### src/rtl/prefix_adder_pipe.sv
// Pipelined Kogge-Stone adder/subtractor with valid/ready flow control.
// Stage 0 forms bitwise generate/propagate; every prefix level is registered.
module prefix_adder_pipe #(
    parameter int unsigned WIDTH = 24,
    parameter int unsigned TAG_W = 4
) (
    input  logic             clk,
    input  logic             rst_n,
    input  logic             flush,
    input  logic             in_valid,
    output logic             in_ready,
    input  logic [WIDTH-1:0] a,
    input  logic [WIDTH-1:0] b,
    input  logic             cin,
    input  logic             sub,
    input  logic [TAG_W-1:0] tag,
    output logic             out_valid,
    input  logic             out_ready,
    output logic [WIDTH-1:0] sum,
    output logic             cout,
    output logic             ovf,
    output logic             zero,
    output logic [TAG_W-1:0] tag_out
);
    localparam int W = WIDTH;
    localparam int L = $clog2(WIDTH);

    // Index 0 is the input register, index L feeds the output stage.
    logic [W-1:0]     r_g   [0:L];
    logic [W-1:0]     r_pg  [0:L];
    logic [W-1:0]     r_p   [0:L];
    logic [TAG_W-1:0] r_tag [0:L];
    logic [L:0]       r_c0;
    logic [L:0]       r_amsb;
    logic [L:0]       r_bmsb;
    logic [L:0]       r_valid;

    logic [W-1:0]     w_be;
    logic             w_c0;
    logic             w_stall;
    logic             w_adv;
    logic [W-1:0]     w_g_lvl  [1:L];
    logic [W-1:0]     w_pg_lvl [1:L];
    logic [W-1:0]     w_carry;

    assign w_be    = b ^ {W{sub}};
    assign w_c0    = cin ^ sub;
    assign w_stall = r_valid[L] & ~out_ready;
    assign w_adv   = ~w_stall;

    for (genvar k = 1; k <= L; k++) begin : g_lvl
        localparam int SPAN = 1 << (k - 1);
        for (genvar i = 0; i < W; i++) begin : g_bit
            if (i >= SPAN) begin : g_comb
                assign w_g_lvl[k][i]  = r_g[k-1][i] | (r_pg[k-1][i] & r_g[k-1][i-SPAN]);
                assign w_pg_lvl[k][i] = r_pg[k-1][i] & r_pg[k-1][i-SPAN];
            end else begin : g_pass
                assign w_g_lvl[k][i]  = r_g[k-1][i];
                assign w_pg_lvl[k][i] = r_pg[k-1][i];
            end
        end
    end

    always_ff @(posedge clk or negedge rst_n) begin
        if (!rst_n) begin
            r_valid <= '0;
            r_c0    <= '0;
            r_amsb  <= '0;
            r_bmsb  <= '0;
            for (int k = 0; k <= L; k++) begin
                r_g[k]   <= '0;
                r_pg[k]  <= '0;
                r_p[k]   <= '0;
                r_tag[k] <= '0;
            end
        end else begin
            // Flush overrides a stall and drops any input offered this cycle.
            if (flush) begin
                r_valid <= '0;
            end else if (w_adv) begin
                r_valid <= {r_valid[L-1:0], in_valid};
            end
            if (w_adv) begin
                r_g[0]    <= a & w_be;
                r_pg[0]   <= a ^ w_be;
                r_p[0]    <= a ^ w_be;
                r_tag[0]  <= tag;
                r_c0[0]   <= w_c0;
                r_amsb[0] <= a[W-1];
                r_bmsb[0] <= w_be[W-1];
                for (int k = 1; k <= L; k++) begin
                    r_g[k]    <= w_g_lvl[k];
                    r_pg[k]   <= w_pg_lvl[k];
                    r_p[k]    <= r_p[k-1];
                    r_tag[k]  <= r_tag[k-1];
                    r_c0[k]   <= r_c0[k-1];
                    r_amsb[k] <= r_amsb[k-1];
                    r_bmsb[k] <= r_bmsb[k-1];
                end
            end
        end
    end

    // Carry-in is folded in here: C[i] = G[i:0] | (P[i:0] & c0).
    assign w_carry   = r_g[L] | (r_pg[L] & {W{r_c0[L]}});
    assign sum       = r_p[L] ^ {w_carry[W-2:0], r_c0[L]};
    assign cout      = w_carry[W-1];
    assign ovf       = (r_amsb[L] == r_bmsb[L]) && (sum[W-1] != r_amsb[L]);
    assign zero      = r_valid[L] & ~|sum;
    assign out_valid = r_valid[L];
    assign in_ready  = ~w_stall;
    assign tag_out   = r_tag[L];

endmodule
### config.mk
export PLATFORM = sky130hd
export DESIGN_NAME = prefix_adder_pipe
export DESIGN_NICKNAME = d
export VERILOG_FILES = /design/src/rtl/prefix_adder_pipe.sv
export SDC_FILE = /design/constraint.sdc
export NUM_CORES = 1
export LEC_CHECK = 0
export ABC_AREA = 1
export CAP_MARGIN = 20
export CORE_MARGIN = 4
export CORE_UTILIZATION = 60
export CTS_BUF_LIST = sky130_fd_sc_hd__clkbuf_16
export CTS_CLUSTER_SIZE = 10
export DETAILED_ROUTE_END_ITERATION = 10
export PLACE_DENSITY = 0.83
export SKIP_CTS_REPAIR_TIMING = 1
export SLEW_MARGIN = 10
export SYNTH_ARGS = -nofsm -noshare
export SYNTH_HDL_FRONTEND = slang
export SYNTH_SLANG_ARGS = --single-unit
export TNS_END_PERCENT = 5
### constraint.sdc
create_clock -name clk -period 3.4 [get_ports clk]
set_input_delay 0.68 -clock clk [delete_from_list [all_inputs] [get_ports clk]]
set_output_delay 0.68 -clock clk [all_outputs]
set_load 0.02 [all_outputs]
==> results.sh <==
export IMPL_peakVddDrop_mv=0.3655
export IMPL_grt_ovfl_total=0
export IMPL_hpwl_um=26080
export IMPL_n_fill_cell=2217
export IMPL_hold_class="input pin to asynchronous set/reset pin"
export IMPL_fin_skew_ps=16.28
export IMPL_finalSetupViolations=0
export IMPL_clkTransAtPathRegs_ps=50
export IMPL_drc=0
export IMPL_wl_per_cell_um=16.55
export IMPL_crit_type="register to primary output"
export IMPL_fin_crit_sh_pct=91.07
export IMPL_postLayoutSetupSlackWorst_ps=303.5
export IMPL_clkSinkCount=451
export IMPL_ant_nets=0
export IMPL_dp_cells=2411
export IMPL_drv_slew=0
export IMPL_netlist_top_cells_area="dfrtp_1 (61%), nand2_1 (17%), o21ai_0 (4.9%)"
export IMPL_vias_per_cell=5.575
export IMPL_syn_area_per_cell_um2=9.111
export IMPL_ys_warn_count=0
export IMPL_timing_final_crit_period_ps=3096
export IMPL_synth_seq_cells=451
export IMPL_yosysUniqueCellTypes=25
export IMPL_grt_pass1_wl_um=68290
export IMPL_final_nets=2158
export IMPL_pin_count=92
export IMPL_multiInputGateArea_um2=5954
export IMPL_final_area_um2=20740
export IMPL_cp_required_ps=2720
export IMPL_ff2ff_path_depth=6
export IMPL_tightest_slew_ps=955.2
export IMPL_vias=13748
export IMPL_antenna_cells=0
export IMPL_placed_area_um2=19400
export IMPL_startpoint="r_pg[0]"
export IMPL_grt_pass1_vias=13538
export IMPL_end_kind="primary output"
export IMPL_max_stage_delay_ps=390
export IMPL_fin_hold_ws_ps=83.99
export IMPL_hold_viol_final=0
export IMPL_grt_max_degree=242
export IMPL_seq_area_frac_synth_pct=61.32
export IMPL_fmax_mhz=322.9
export IMPL_powerDensity_nw_per_um2=620.2
export IMPL_slew_headroom_pct=36.32
export IMPL_synth_area_um2=18410
export IMPL_p_total_mw=12.87
export IMPL_rsz0062_at_grt="false"
export IMPL_finalSetupTns_ps=0
export IMPL_leakagePower_nw=10.14
export IMPL_die_h_um=183.1
export IMPL_synth_nets=2104
export IMPL_port_buffers=91
export IMPL_core_area_um2=29950
export IMPL_synthToLayoutAreaGrowth_pct=12.71
export IMPL_rows=63
export IMPL_dieWidth_um=183.1
export IMPL_outcome="finished clean"
export IMPL_r2r_slack_ps=1340
export IMPL_cts_buffers=51
export IMPL_critPathLaunchType="register"
export IMPL_clk_insertion_delay_late_ps=550
export IMPL_netlist_instances=2020
export IMPL_cts_tree="done"
export IMPL_routed_wl_um=40820
export IMPL_fin_util_pct=69.26
export IMPL_pre_cts_slack_ps=561.1
export IMPL_start_util_pct=61.45
export IMPL_critPathMaxFanout=2
export IMPL_regArea_um2=11290
export IMPL_cpMostUsedCell="nor2_1"
export IMPL_final_cells=2466
export IMPL_reg2reg_to="r_g[113]"
export IMPL_maxCapViolations=0
export IMPL_grt_antenna_before_repair=0
export IMPL_yosysTopAreaCellShare_pct=61.32
export IMPL_firstDrtPassIters=5
export IMPL_htreeDepth=2
export IMPL_arrival_ps=2420
export IMPL_routabilityCongestion=0.8386
export IMPL_drt_iter0_markers=1570
export IMPL_cp_slowest_cell="dfrtp_1"
export IMPL_worstPathCellList="ha_1 > or2_2 > nor2_1 > nand2_1 > nor2_1 > nand3_1 > nor2_1 > dlymetal6s2s_1"
export IMPL_root_buffer="clkbuf_16"
export IMPL_die_area_um2=33540
export IMPL_rr_startpoint="r_valid[5]"
export IMPL_clock_path_buffers=3
export IMPL_synth_area_leader_cell="dfrtp_1"
export IMPL_drive_above_1_share_pct=3.613
export IMPL_grt_usage_pct=24.80
==> cell usage after synthesis <==
library cell  instances
mux2_2                1
nand3_1              47
o221ai_1             22
clkbuf_1             19
o21ai_1              98
or2_2                 1
o21ai_0             181
a21oi_1              67
buf_4                13
inv_1               149
nor2_1               16
xor2_1               25
buf_2                58
inv_2                 2
xnor2_1               1
o22ai_2               2
dfrtp_1             451
a211oi_1              7
o22ai_1               1
nor2_4                1
buf_6                12
nand2_1             819
o21bai_1              1
ha_1                 25
buf_1                 1
==> registers in the layout, summed over array words and instances, names as in the netlist <==
signal,flops
r_g,144
r_p,139
r_pg,120
r_tag,20
r_amsb,6
r_bmsb,6
r_c0,6
r_valid,6
tag_out,4
==> how the worst max path moves through the flow <==
stage                           to  slack, ps  depth (start not counted)
after floorplan               zero       1050                          7
after global placement    in_ready        560                          4
after detailed placement  in_ready        560                          4
after CTS                     zero        -70                          9
after global routing          zero        190                          8
final                         zero        300                          8
==> report_power, final <==
part	switching (mW)	leakage, nW	internal, mW	total, mW
registers	0.495	5.60	6.07	6.57
clock network	1.91	0.663	2.72	4.63
logic	1.03	3.88	0.647	1.67
==> final cells by class <==
type	instances	area share (%)
Sequential cell	451	54.40
Multi-Input combinational cell	1315	28.70
Clock buffer	53	6.393
Timing Repair Buffer	104	5.320
Inverter	151	2.768
Tap cell	390	2.352
Clock inverter	2	0.06031
==> cells by family after synthesis <==
family          share of synthesized area [%]
flops                                   61.32
xor+xnor                                1.237
mux                                   0.06118
simple gates                            18.40
fa+ha+maj                               1.700
buf+inv                                 6.329
compound gates                          10.95
==> critical path: cells and delay by family (launching register included) <==
kind,cells,cell delay (ps)
buf+inv,1,230
fa+ha+maj,1,330
simple gates,6,920
flops,1,390
==> per-layer routing <==
layer  GRT usage (%)  routed length, µm  vias to the layer above
met2           39.61              19230                      475
met4           8.701               1422                        0
met3           3.788               2568                      101
met1           35.37              17600                     6663
met5               0                  0                        -
li1                -                  -                     6509
==> cell usage in the layout (no fill, tap or decap), drive strengths merged, types with 14 or more instances in the layout <==
| cell | synthesis | final |
|---|---|---|
| a21oi | 67 | 67 |
| clkdlybuf4s50 | 0 | 89 |
| nand2 | 819 | 819 |
| inv | 151 | 153 |
| clkbuf | 19 | 53 |
| nand3 | 47 | 47 |
| xor2 | 25 | 25 |
| dfrtp | 451 | 451 |
| nor2 | 17 | 17 |
| ha | 25 | 25 |
| buf | 84 | 14 |
| o221ai | 22 | 22 |
| o21ai | 279 | 279 |
No activity file was read; power rests on OpenSTA's default activity.
